<file path="config.mk">
export PLATFORM = sky130hd
export DESIGN_NAME = dpt_pulse_gen_flat
export DESIGN_NICKNAME = d
export VERILOG_FILES = /design/src/rtl/dpt_pkg.sv /design/src/rtl/dpt_pulse_gen_if.sv /design/src/rtl/dpt_sync2.sv /design/src/rtl/dpt_pulse_gen.sv /design/src/flat_wrapper.sv
export SDC_FILE = /design/constraint.sdc
export NUM_CORES = 1
export LEC_CHECK = 0
export BUFFER_PORTS_ARGS = -buffer_cell sky130_fd_sc_hd__buf_2
export CORE_MARGIN = 3
export CORE_UTILIZATION = 30
export DETAILED_ROUTE_END_ITERATION = 12
export GPL_ROUTABILITY_DRIVEN = 0
export PLACE_DENSITY = 0.47
export SLEW_MARGIN = 20
export SYNTH_ARGS = -nofsm -noshare
export SYNTH_HDL_FRONTEND = slang
export SYNTH_HIERARCHICAL = 1
export SYNTH_SLANG_ARGS = --single-unit
</file>
<file path="constraint.sdc">
create_clock -name clk -period 3.7 [get_ports clk]
set_input_delay 1.11 -clock clk [delete_from_list [all_inputs] [get_ports clk]]
set_output_delay 1.11 -clock clk [all_outputs]
set_load 0.02 [all_outputs]
</file>
<file path="src/rtl/dpt_pkg.sv">
// rtl/dpt_pkg.sv - double-pulse sequencer states, default timing and shot counter width
package dpt_pkg;

  typedef enum logic [2:0] {
    IDLE  = 3'd0,
    ARM   = 3'd1,
    P1    = 3'd2,
    GAP   = 3'd3,
    P2    = 3'd4,
    HOLD  = 3'd5,
    ABORT = 3'd6
  } dpt_state_t;

  // Defaults are clk cycles at 40 MHz.
  localparam int DPT_T1_DEF      = 8000;
  localparam int DPT_T_OFF_DEF   = 400;
  localparam int DPT_T2_DEF      = 400;
  localparam int DPT_DEAD_DEF    = 40;
  localparam int DPT_ARM_CYC_DEF = 4000;
  localparam int DPT_REARM_DEF   = 40000;
  localparam int DPT_CNT_W_DEF   = 16;

  localparam int DPT_SHOT_W = 16;

endpackage

</file>
<file path="src/rtl/dpt_pulse_gen_if.sv">
// rtl/dpt_pulse_gen_if.sv - enable/TEM inputs and gate/status outputs; DPT_SHOT_COUNT_EN adds shot_cnt
interface dpt_pulse_gen_if;

  logic enable;
  logic TEM;
  logic K1;
  logic K2;
  logic busy;
  logic fault;
`ifdef DPT_SHOT_COUNT_EN
  logic [dpt_pkg::DPT_SHOT_W-1:0] shot_cnt;

  modport master (output enable, TEM, input K1, K2, busy, fault, shot_cnt);
  modport slave  (input enable, TEM, output K1, K2, busy, fault, shot_cnt);
`else
  modport master (output enable, TEM, input K1, K2, busy, fault);
  modport slave  (input enable, TEM, output K1, K2, busy, fault);
`endif

endinterface

</file>
<file path="src/rtl/dpt_sync2.sv">
// rtl/dpt_sync2.sv - two-flop synchronizer, asynchronous active-high reset to 0
module dpt_sync2 (
  input  logic clk,
  input  logic rst,
  input  logic d,
  output logic q
);

  logic meta_q, meta_d;
  logic sync_q, sync_d;

  always_comb begin
    meta_d = d;
    sync_d = meta_q;
  end

  always_ff @(posedge clk or posedge rst) begin
    if (rst) begin
      meta_q <= 1'b0;
      sync_q <= 1'b0;
    end else begin
      meta_q <= meta_d;
      sync_q <= sync_d;
    end
  end

  assign q = sync_q;

endmodule

</file>
<file path="src/rtl/dpt_pulse_gen.sv">
// rtl/dpt_pulse_gen.sv - one double-pulse shot on K1 per enable assertion, complementary K2 in the gap
// Optional shot counter output enabled by DPT_SHOT_COUNT_EN.
module dpt_pulse_gen
  import dpt_pkg::*;
#(
  parameter int T1      = DPT_T1_DEF,
  parameter int T_OFF   = DPT_T_OFF_DEF,
  parameter int T2      = DPT_T2_DEF,
  parameter int DEAD    = DPT_DEAD_DEF,
  parameter int ARM_CYC = DPT_ARM_CYC_DEF,
  parameter int REARM   = DPT_REARM_DEF,
  parameter int CNT_W   = DPT_CNT_W_DEF
) (
  input  logic            clk,
  input  logic            rst,
  dpt_pulse_gen_if.slave  bus
);

  if (T1 < 1 || T2 < 1 || T_OFF < 1) begin : g_bad_dur
    $fatal(1, "dpt_pulse_gen: T1, T2 and T_OFF must be at least 1");
  end
  if (T_OFF < 2 * DEAD + 1) begin : g_bad_dead
    $fatal(1, "dpt_pulse_gen: T_OFF must be at least 2*DEAD+1");
  end
  if ((T1 >> CNT_W) != 0 || (T_OFF >> CNT_W) != 0 || (T2 >> CNT_W) != 0 ||
      (ARM_CYC >> CNT_W) != 0 || (REARM >> CNT_W) != 0) begin : g_bad_width
    $fatal(1, "dpt_pulse_gen: every duration must fit in CNT_W bits");
  end

  localparam int ARM_M1   = (ARM_CYC > 0) ? ARM_CYC - 1 : 0;
  localparam int REARM_M1 = (REARM > 0) ? REARM - 1 : 0;

  localparam logic [CNT_W-1:0] L_ARM   = CNT_W'(ARM_M1);
  localparam logic [CNT_W-1:0] L_T1    = CNT_W'(T1 - 1);
  localparam logic [CNT_W-1:0] L_TOFF  = CNT_W'(T_OFF - 1);
  localparam logic [CNT_W-1:0] L_T2    = CNT_W'(T2 - 1);
  localparam logic [CNT_W-1:0] L_REARM = CNT_W'(REARM_M1);
  // Gap counts down, so gap cycle i holds T_OFF-1-i: the K2 window is symmetric.
  localparam logic [CNT_W-1:0] K2_LO   = CNT_W'(DEAD);
  localparam logic [CNT_W-1:0] K2_HI   = CNT_W'(T_OFF - 1 - DEAD);

  logic             tem_s;
  dpt_state_t       state_q, state_d;
  logic [CNT_W-1:0] cnt_q, cnt_d;
  logic             k1_q, k1_d;
  logic             k2_q, k2_d;
  logic             abort_c;
  logic             cnt_zero;

  dpt_sync2 u_tem_sync (
    .clk (clk),
    .rst (rst),
    .d   (bus.TEM),
    .q   (tem_s)
  );

  always_comb begin
    state_d  = state_q;
    cnt_d    = cnt_q;
    abort_c  = tem_s || !bus.enable;
    cnt_zero = (cnt_q == '0);
    case (state_q)
      IDLE: begin
        if (bus.enable && !tem_s) begin
          state_d = ARM;
          cnt_d   = L_ARM;
        end
      end
      ARM: begin
        if (!bus.enable) begin
          state_d = IDLE;
          cnt_d   = '0;
        end else if (tem_s) begin
          state_d = ABORT;
          cnt_d   = L_REARM;
        end else if (cnt_zero) begin
          state_d = P1;
          cnt_d   = L_T1;
        end else begin
          cnt_d = cnt_q - CNT_W'(1);
        end
      end
      P1, GAP, P2: begin
        // Abort is tested before expiry so it wins on the same edge.
        if (abort_c) begin
          state_d = ABORT;
          cnt_d   = L_REARM;
        end else if (!cnt_zero) begin
          cnt_d = cnt_q - CNT_W'(1);
        end else if (state_q == P1) begin
          state_d = GAP;
          cnt_d   = L_TOFF;
        end else if (state_q == GAP) begin
          state_d = P2;
          cnt_d   = L_T2;
        end else begin
          state_d = HOLD;
          cnt_d   = L_REARM;
        end
      end
      HOLD: begin
        if (!cnt_zero) begin
          cnt_d = cnt_q - CNT_W'(1);
        end else if (!bus.enable) begin
          state_d = IDLE;
        end
      end
      ABORT: begin
        if (!cnt_zero) begin
          cnt_d = cnt_q - CNT_W'(1);
        end else if (!bus.enable && !tem_s) begin
          state_d = IDLE;
        end
      end
      default: begin
        state_d = IDLE;
        cnt_d   = '0;
      end
    endcase
    k1_d = (state_d == P1) || (state_d == P2);
    k2_d = (state_d == GAP) && (cnt_d >= K2_LO) && (cnt_d <= K2_HI);
  end

  always_ff @(posedge clk or posedge rst) begin
    if (rst) begin
      state_q <= IDLE;
      cnt_q   <= '0;
      k1_q    <= 1'b0;
      k2_q    <= 1'b0;
    end else begin
      state_q <= state_d;
      cnt_q   <= cnt_d;
      k1_q    <= k1_d;
      k2_q    <= k2_d;
    end
  end

`ifdef DPT_SHOT_COUNT_EN
  logic [DPT_SHOT_W-1:0] shot_q, shot_d;

  always_comb begin
    shot_d = shot_q;
    if (state_q == P2 && state_d == HOLD && shot_q != '1) begin
      shot_d = shot_q + DPT_SHOT_W'(1);
    end
  end

  always_ff @(posedge clk or posedge rst) begin
    if (rst) begin
      shot_q <= '0;
    end else begin
      shot_q <= shot_d;
    end
  end

  assign bus.shot_cnt = shot_q;
`endif

  assign bus.K1    = k1_q;
  assign bus.K2    = k2_q;
  assign bus.busy  = (state_q != IDLE);
  assign bus.fault = (state_q == ABORT);

  a_no_overlap: assert property (@(posedge clk) disable iff (rst) !(k1_q && k2_q));

endmodule

</file>
<file path="src/flat_wrapper.sv">
// flat-port wrapper written by rule: the top's interface ports become plain ports
module dpt_pulse_gen_flat import dpt_pkg::*;
#(
  parameter int T1      = DPT_T1_DEF,
  parameter int T_OFF   = DPT_T_OFF_DEF,
  parameter int T2      = DPT_T2_DEF,
  parameter int DEAD    = DPT_DEAD_DEF,
  parameter int ARM_CYC = DPT_ARM_CYC_DEF,
  parameter int REARM   = DPT_REARM_DEF,
  parameter int CNT_W   = DPT_CNT_W_DEF
)
  (clk, rst, bus_enable, bus_TEM, bus_K1, bus_K2, bus_busy, bus_fault);
  dpt_pulse_gen_if bus_i ();
  input  logic clk;
  input  logic rst;
  input wire logic [$bits(bus_i.enable)-1:0] bus_enable;
  input wire logic [$bits(bus_i.TEM)-1:0] bus_TEM;
  output wire logic [$bits(bus_i.K1)-1:0] bus_K1;
  output wire logic [$bits(bus_i.K2)-1:0] bus_K2;
  output wire logic [$bits(bus_i.busy)-1:0] bus_busy;
  output wire logic [$bits(bus_i.fault)-1:0] bus_fault;
  assign bus_i.enable = bus_enable;
  assign bus_i.TEM = bus_TEM;
  assign bus_K1 = bus_i.K1;
  assign bus_K2 = bus_i.K2;
  assign bus_busy = bus_i.busy;
  assign bus_fault = bus_i.fault;
  dpt_pulse_gen #(.T1(T1), .T_OFF(T_OFF), .T2(T2), .DEAD(DEAD), .ARM_CYC(ARM_CYC), .REARM(REARM), .CNT_W(CNT_W)) u_core (.clk(clk), .rst(rst), .bus(bus_i));
endmodule
</file>
==> results.py, run 1 <==
metrics = {
    "power": {
        "power_density_nw_per_um2": 472,
        "p_leak_nw": 0.905,
        "ir_drop_v": 0.000169,
        "power_mw": 1.07,
    },
    "floorplanning": {
        "fp.dieW_um": 88.8,
        "chipHeight_um": 88.8,
        "start_util": 0.317,
        "num_rows": 29,
        "coreArea_um2": 6490,
        "die_area_um2": 7890,
        "ios": 8,
    },
    "sta": {
        "finalCriticalPeriod_ps": 3150,
        "grt_setup_unrepaired": "no",
        "maxSlewHeadroom": 0.392,
        "tns_ps": 0,
        "fin_crit_sh": 0.852,
        "slew_violations": 0,
        "finClkSkew_ps": 14.0,
        "setup_violations": 0,
        "worst_pin_slew_ps": 911,
        "max_clock_freq_mhz": 317,
        "finalHoldViolCount": 0,
    },
    "synth": {
        "postSynthCellCount": 271,
        "ys.flop_type": "dfrtp_1",
        "syn_area_per_cell_um2": 7.59,
        "synth_nets": 277,
        "ys_seq_elements": 23,
        "netlist_area_um2": 2060,
        "synthTopCellsByArea": "dfrtp_1 (28%), a21oi_1 (6.3%), o21ai_0 (5.1%)",
        "synth.distinct_cells": 60,
        "yosysWarningCount": 6,
        "synth_common_cells": "a21oi_1 (26), nand2_1 (26), dfrtp_1 (23), o21ai_0 (21)",
        "async_reset_ff_frac": 1.00,
        "synth_top_cell_by_area": "dfrtp_1",
        "netlist.area_leader.share": 0.280,
        "ys_seq_area_frac": 0.280,
        "synth_edf_count": 0,
    },
    "layout": {
        "nNetsFinal": 283,
        "area_growth_pct": 10.0,
        "multiInputGateArea_um2": 1360,
        "final_layout_size_suffix_gt1_frac": 0.134,
        "fin_area_um2": 2260,
        "diodes": 0,
        "fin_cells": 353,
        "fin_util": 0.348,
        "ff_latch_area_um2": 576,
        "fillers": 706,
    },
    "global_routing": {
        "grt_pass1_vias": 2036,
        "grt_antenna_before_repair": 0,
        "grt_pass1_wl_um": 11100,
        "grt.overflow.total": 0,
        "grt_max_degree": 25,
        "track_usage": 0.182,
    },
    "clock_tree": {
        "clock-sinks": 23,
        "cts_resized": 0,
        "post_cts_buffers": 0,
        "htree_levels": 1,
        "cts_hold_buffers": 0,
        "numCtsBuffers": 3,
        "cts_max_path_buffers": 2,
        "path_clk_slew_ps": 100,
        "cts-root-buf": "clkbuf_8",
        "clk_latency_ps": 280,
        "cts_tree": "yes",
    },
    "critical_path": {
        "worstSetupStartpointType": "flip-flop",
        "crit_chain": "inv_1 -> ha_1 -> or3b_1 -> nor4_4 -> nand2_2 -> xnor2_1 -> o22ai_2 -> nor4b_2 -> nand4b_1 -> a211oi_2",
        "ff2ff_setup_slack_ps": 550,
        "crit_arrival_ps": 3350,
        "worstReg2RegEnd": "u_core/bus.K2",
        "max_stage_delay_ps": 510,
        "reg2reg_depth": 10,
        "worst-setup-path-type": "reg -> reg",
        "worstPathRequired_ps": 3900,
        "crit_slowest_cell": "or3b_1",
        "end_kind": "flip-flop",
        "r2r-start": "u_core/cnt_q[0]",
        "path_max_fanout": 8,
    },
    "drt": {
        "vias": 2155,
        "wl_per_cell_um": 19.5,
        "drt_iter0_drc": 171,
        "drc": 0,
        "first_pass_iters": 5,
        "routed_via_density": 6.10,
        "ant_nets": 0,
        "routed_wl_um": 6890,
    },
    "min_path": {
        "holdPathEnd": "u_core/u_tem_sync/q",
        "min-delay-path-class": "reg -> reg",
        "hp-start": "u_core/u_tem_sync/meta_q",
        "hold_depth": 0,
    },
    "placed_design": {
        "place_inst": 349,
        "post_dp_cell_area_um2": 2220,
        "dp_hpwl_um": 5100,
        "portBuffers": 7,
    },
    "run_status": {
        "outcome": "finished, final reports clean",
    },
    "job": {
        "cap_violations": 0,
    },
}
==> sequential cells by signal (all words and copies together) (netlist names) <==
register / cells
u_core/bus.K2: 1
u_core/state_q: 3
u_core/cnt_q: 16
u_core/u_tem_sync/meta_q: 1
u_core/bus.K1: 1
u_core/u_tem_sync/q: 1
==> final cells by class <==
cell class              instances  area share
multi-input cells             219       0.603
repair buffers                 20      0.0641
clock buffers                   4      0.0199
well taps                      77      0.0426
inverters                      10      0.0166
flip-flops and latches         23       0.254
==> per-stage QoR <==
step                      worst slack, ps  hold WS, ps
after floorplan                       923          331
after global placement                568          332
after detailed placement              506          344
after CTS                             558          364
after global routing                  320          368
final                                 549          360
==> placed cells by master (no fill, tap or decap), types with 5 or more instances in the layout <==
cell type | netlist | final
a21oi_1 | 26 | 26
a31oi_1 | 6 | 6
buf_2 | 1 | 7
buf_4 | 0 | 12
dfrtp_1 | 23 | 23
inv_1 | 10 | 10
nand2_1 | 26 | 26
nand3_1 | 8 | 8
nor2_1 | 16 | 16
nor3_1 | 11 | 11
nor4_1 | 7 | 7
o211ai_1 | 7 | 7
o21ai_0 | 21 | 21
o21ai_1 | 5 | 5
o22ai_1 | 5 | 5
==> power breakdown <==
group / total (mW) / leakage, nW / internal [mW] / switching (mW)
Combinational: 0.431 / 0.609 / 0.194 / 0.238
Clock: 0.167 / 0.0228 / 0.0772 / 0.0898
Sequential: 0.470 / 0.273 / 0.329 / 0.142
==> worst max-delay path by stage <==
stage,startpoint,to,slack [ps],depth (start not counted)
floorplan,bus_enable,u_core/bus.K2,920,9
global placement,bus_enable,u_core/bus.K2,570,10
detailed placement,bus_enable,u_core/bus.K2,510,10
CTS,u_core/cnt_q[0],u_core/bus.K2,560,10
global route,u_core/cnt_q[0],u_core/bus.K2,320,10
finish,u_core/cnt_q[0],u_core/bus.K2,550,10
==> per-layer routing <==
layer	vias up	track usage	routed length, um
li1	1029	-	-
met1	1041	0.262	3170
met2	76	0.287	3200
met3	9	0.0261	431
met4	0	0.0412	80
met5	-	0	0
==> critical path: cells and delay by family, from the launching register on <==
kind | cells | cell delay, ps
XOR/XNOR | 1 | 180
AND/OR/NAND/NOR | 5 | 1590
adder cells (fa/ha/maj) | 1 | 280
AO/OA/AOI/OAI | 2 | 460
flip-flops | 1 | 440
buffers and inverters | 1 | 110
==> logic make-up after synthesis <==
| family | synth area share |
|---|---|
| compound gates | 0.323 |
| buf+inv | 0.0572 |
| simple gates | 0.296 |
| flops | 0.280 |
| fa+ha+maj | 0.0122 |
| xor+xnor | 0.0213 |
| mux | 0.0103 |
Power figures use the tool's default switching activity.
==> run 2, diff against run 1 <==
Settings changed: CORE_MARGIN 3 to unset, MAX_ROUTING_LAYER set to met4, RECOVER_POWER set to 25.
==> run 2 against run 1 <==
Effect of this change: clock skew is 7.2 ps lower; final cell count is 0.28% lower; highest routed layer unchanged; register-to-register slack better by 40 ps; routed wire length is 3.4% lower; sequential power hardly changed; hold slack worse by 5.9 ps; critical path depth stayed put.
==> results.py, run 2 (synthesized netlist as in run 1, its figures left out) <==
metrics = {
    "sta": {
        "finalCriticalPeriod_ps": 3110,
        "slew_violations": 0,
        "worst_hold_slack_ps": 354,
        "grt_setup_unrepaired": "no",
        "maxSlewHeadroom": 0.446,
        "fin_crit_sh": 0.840,
        "finalHoldViolCount": 0,
        "tns_ps": 0,
        "max_clock_freq_mhz": 322,
        "setup_violations": 0,
        "finClkSkew_ps": 6.85,
        "worst_pin_slew_ps": 829,
    },
    "power": {
        "switchingPower_mw": 0.473,
        "p_seq_frac": 0.434,
        "switching_share": 0.438,
        "power.internal_mw": 0.606,
        "pwr-share-comb": 0.415,
        "clock_power_share": 0.151,
        "p_leak_nw": 0.901,
        "power_density_nw_per_um2": 481,
        "ir_drop_v": 0.000180,
    },
    "global_routing": {
        "grt_max_degree": 25,
        "use_met3": 0.0285,
        "grt_use_met2": 0.301,
        "busiest_layer": "met2",
        "use_met1": 0.281,
        "grt.overflow.total": 0,
        "grt_antenna_before_repair": 0,
        "grt_pass1_vias": 1962,
        "grt_pass1_wl_um": 10800,
        "track_usage": 0.201,
    },
    "clock_tree": {
        "clk_latency_ps": 270,
        "cts_max_path_buffers": 2,
        "cts_resized": 0,
        "clock-sinks": 23,
        "cts-root-buf": "clkbuf_8",
        "path_clk_slew_ps": 90,
        "post_cts_buffers": 0,
        "cts_tree": "yes",
        "numCtsBuffers": 3,
        "htree_levels": 1,
        "cts_hold_buffers": 0,
    },
    "layout": {
        "largest_reg_flops": 16,
        "diodes": 0,
        "multiInputGateArea_um2": 1360,
        "fin_cells": 352,
        "fillers": 684,
        "reg_top3": "u_core/cnt_q: 16 flops, u_core/state_q: 3 flops",
        "final_layout_size_suffix_gt1_frac": 0.135,
        "mostFrequentLayoutCells": "nand2_1 (26), a21oi_1 (26), dfrtp_1 (23)",
        "area_growth_pct": 9.12,
        "fin_util": 0.346,
        "regMostFlops": "u_core/cnt_q",
        "nNetsFinal": 282,
        "ff_latch_area_um2": 576,
    },
    "drt": {
        "routed_wl_um": 6650,
        "wl_per_cell_um": 18.9,
        "vias": 2167,
        "drt_iter0_drc": 226,
        "drc": 0,
        "first_pass_iters": 5,
        "routed_via_density": 6.16,
        "ant_nets": 0,
    },
    "floorplanning": {
        "die_area_um2": 7190,
        "ios": 8,
        "coreArea_um2": 6490,
        "num_rows": 29,
        "chipHeight_um": 84.8,
        "fp.dieW_um": 84.8,
        "start_util": 0.317,
    },
    "critical_path": {
        "crit_slowest_cell": "or3b_1",
        "worstPathRequired_ps": 3880,
        "worst-setup-path-type": "reg -> reg",
        "max_stage_delay_ps": 510,
        "worstSetupStartpointType": "flip-flop",
        "end_kind": "flip-flop",
        "crit_arrival_ps": 3290,
        "path_max_fanout": 8,
        "crit_chain": "inv_1 -> ha_1 -> or3b_1 -> nor4_4 -> nand2_2 -> xnor2_1 -> o22ai_2 -> nor4b_2 -> nand4b_1 -> a211oi_2",
    },
    "placed_design": {
        "portBuffers": 7,
        "dp_hpwl_um": 4990,
        "place_inst": 348,
    },
    "run_status": {
        "outcome": "finished, final reports clean",
    },
    "job": {
        "cap_violations": 0,
    },
    "min_path": {
        "min-delay-path-class": "reg -> reg",
    },
}
## run 2: final timing paths
| kind | startpoint | to | slack, ps | cells past startpoint |
|---|---|---|---|---|
| worst max register to register | u_core/cnt_q[0] | u_core/bus.K2 | 590 | 10 |
| worst min register to register | u_core/u_tem_sync/meta_q | u_core/u_tem_sync/q | 350 | 0 |
| min in group asynchronous | rst | u_core/u_tem_sync/q | 680 | 2 |
| worst min-delay path | u_core/u_tem_sync/meta_q | u_core/u_tem_sync/q | 350 | 0 |
| worst max-delay path | u_core/cnt_q[0] | u_core/bus.K2 | 590 | 10 |
| max in group asynchronous | rst | u_core/cnt_q[9] | 2180 | 2 |
## run 2: worst max-delay path: cells and delay by family (launching register included)
family,cells,cell delay (ps)
and+or+nand+nor,5,1580
DFF,1,430
xor gates and xnor gates,1,180
AOI/OAI and AO/OA,2,430
buffers and inverters,1,110
adders and majority gates,1,270
## run 2: routing by layer
metal / share of wire / wire length (um)
met1: 0.47 / 3140
met2: 0.45 / 3010
met3: 0.057 / 381
met4: 0.018 / 118
met5: 0 / 0
## run 2: power by group through the flow
stage	Combinational, mW	Clock (mW)	Sequential [mW]
after floorplan	0.378	0	0.405
after global placement	0.447	0	0.474
after detailed placement	0.441	0	0.471
after CTS	0.444	0.171	0.466
after global routing	0.493	0.184	0.486
final	0.448	0.163	0.469
## run 2: area by class of cell
class | count | share of cell area
clock inverter | 1 | 0.00223
timing repair buffer | 19 | 0.0557
tap | 77 | 0.0429
multi-input combinational | 219 | 0.608
inverter | 10 | 0.0167
sequential | 23 | 0.256
clock buffer | 3 | 0.0184
## run 2: metrics by stage
stage / instance area [um^2] / worst slack (ps) / power, mW
final: 2240 / 591 / 1.08
after global routing: 2240 / 371 / 1.16
after CTS: 2240 / 635 / 1.08
after detailed placement: 2200 / 473 / 0.912
after global placement: 2200 / 500 / 0.920
after floorplan: 2060 / 923 / 0.783
==> run 3, diff against run 2 <==
Settings changed: PLACE_DENSITY 0.47 to 0.48.
Clock period 3.7 ns to 2.5 ns, I/O delays scaled along.
==> run 3 against run 2 <==
Effect of this change: the run now ends with setup timing left; sequential share of layout area down 5.7 points; largest power group is now combinational cells; critical endpoint unchanged; combinational power rose to 2.6 times the previous value; clock skew down 6.0 ps; flip-flop and latch count unchanged; highest routed layer unchanged; first-iteration DRC count down 0.44%; final cell count up 20%.
==> results.py, run 3 (synthesized netlist as in run 1, its figures left out) <==
metrics = {
    "run_status": {
        "outcome": "finished with violations",
        "violations": "setup timing",
    },
    "clock_tree": {
        "path_clk_slew_ps": 100,
        "clk_latency_ps": 270,
        "numCtsBuffers": 3,
        "htree_levels": 1,
        "cts-root-buf": "clkbuf_8",
        "clock-sinks": 23,
        "cts_max_path_buffers": 2,
        "cts_tree": "yes",
    },
    "power": {
        "switching_share": 0.400,
        "ir_drop_v": 0.000239,
        "pwr-share-comb": 0.575,
        "power.internal_mw": 1.21,
        "p_seq_frac": 0.297,
        "p_leak_nw": 1.26,
        "power_density_nw_per_um2": 697,
        "switchingPower_mw": 0.805,
        "clock_power_share": 0.128,
    },
    "layout": {
        "regMostFlops": "u_core/cnt_q",
        "mostFrequentLayoutCells": "buf_4 (82), nand2_1 (26), a21oi_1 (25)",
        "area_growth_pct": 40.6,
        "largest_reg_flops": 16,
        "reg_top3": "u_core/cnt_q: 16 flops, u_core/state_q: 3 flops",
        "fin_util": 0.445,
        "final_layout_size_suffix_gt1_frac": 0.363,
        "mostFrequentLayoutCell": "buf_4",
        "diodes": 0,
        "nNetsFinal": 354,
    },
    "critical_path": {
        "crit_arrival_ps": 2840,
        "path_max_fanout": 3,
        "worstSetupStartpointType": "flip-flop",
        "reg2reg_depth": 11,
        "end_kind": "flip-flop",
        "worst-setup-path-type": "reg -> reg",
        "worstPathRequired_ps": 2690,
    },
    "floorplanning": {
        "die_area_um2": 7190,
        "coreArea_um2": 6490,
        "fp.dieW_um": 84.8,
        "chipHeight_um": 84.8,
        "start_util": 0.317,
        "ios": 8,
        "num_rows": 29,
    },
    "drt": {
        "vias": 2550,
        "routed_wl_um": 7670,
        "ant_nets": 0,
        "wl_per_cell_um": 18.1,
        "first_pass_iters": 6,
        "drt_iter0_drc": 225,
        "routed_via_density": 6.01,
        "drc": 0,
    },
    "sta": {
        "finClkSkew_ps": 0.854,
        "maxSlewHeadroom": 0.163,
        "max_clock_freq_mhz": 378,
        "fin_crit_sh": 1.06,
        "slew_violations": 0,
        "grt_setup_unrepaired": "yes",
        "worst_pin_slew_ps": 1260,
        "finalHoldViolCount": 0,
        "finalCriticalPeriod_ps": 2650,
        "setup_violations": 1,
        "fin_ws_ps": -149,
        "worst_hold_slack_ps": 297,
    },
    "global_routing": {
        "grt_pass1_vias": 2417,
        "grt.overflow.total": 0,
        "grt_max_degree": 34,
        "track_usage": 0.227,
        "grt_pass1_wl_um": 12500,
        "grt_antenna_before_repair": 0,
    },
    "min_path": {
        "min-delay-path-class": "in -> async",
    },
    "placed_design": {
        "dp_hpwl_um": 5740,
        "portBuffers": 7,
    },
    "job": {
        "cap_violations": 0,
    },
}
==> run 3: changes by cell type in the layout (fill, tap and decap cells not counted), sizes merged <==
cell and delta:
clkinv -1, clkbuf +3, buf +70
==> run 3: worst max-delay path: stages, from the launching register on <==
cell	delay, ps
dfrtp_1	400
inv_2	80
ha_4	130
or3b_4	410
nor4_4	330
buf_4	180
a41oi_1	130
a21boi_2	200
o22ai_2	120
nor4b_4	220
nand4b_1	180
a211oi_2	180
==> run 3: power by group through the flow <==
stage	clock network, mW	registers (mW)	logic, mW
global route	0.278	0.619	1.27
global placement	0	0.593	1.09
CTS	0.268	0.598	1.11
detailed placement	0	0.595	1.08
finish	0.258	0.599	1.16
floorplan	0	0.600	0.569
==> run 3: cell type report <==
class	instances	area (um^2)
clock buffer	4	45.0
fill	612	3600
inverter	10	37.5
multi-input combinational	219	1460
sequential	23	577
tap	77	96.3
timing repair buffer	91	673
==> run 3: final timing paths <==
kind	start	end	slack, ps
setup reg to reg	u_core/cnt_q[1]	u_core/bus.K2	-150
min in group clk	u_core/u_tem_sync/meta_q	u_core/u_tem_sync/q	360
max in group asynchronous	rst	u_core/state_q[0]	820
hold / removal	rst	u_core/u_tem_sync/meta_q	300
hold reg to reg	u_core/u_tem_sync/meta_q	u_core/u_tem_sync/q	360
setup / recovery	u_core/cnt_q[1]	u_core/bus.K2	-150
==> run 3: timing repair <==
item	CTS	global route
gates cloned	0	0
setup buffers	6	3
endpoints found under the setup margin	1	5
pin swaps	9	2
hold buffers	0	0
gates resized for setup	12	8
==> run 3: per-layer routing <==
layer / vias up / wire (um) / track usage
met1: 1191 / 3390 / 0.304
li1: 1177 / - / -
met3: 38 / 640 / 0.0324
met2: 144 / 3350 / 0.341
met5: - / 0 / -
met4: 0 / 280 / 0.100
==> run 3: metrics by stage <==
stage / std cells / total power, mW / setup TNS [ps] / area, um^2 / setup WS, ps
floorplan: 271 / 1.17 / -86.2 / 2060 / -86.2
global placement: 413 / 1.68 / -230 / 2700 / -229
detailed placement: 413 / 1.67 / -295 / 2700 / -295
finish: 424 / 2.02 / -149 / 2890 / -149
CTS: 422 / 1.98 / -55.3 / 2840 / -55.3
global route: 424 / 2.17 / -263 / 2890 / -229
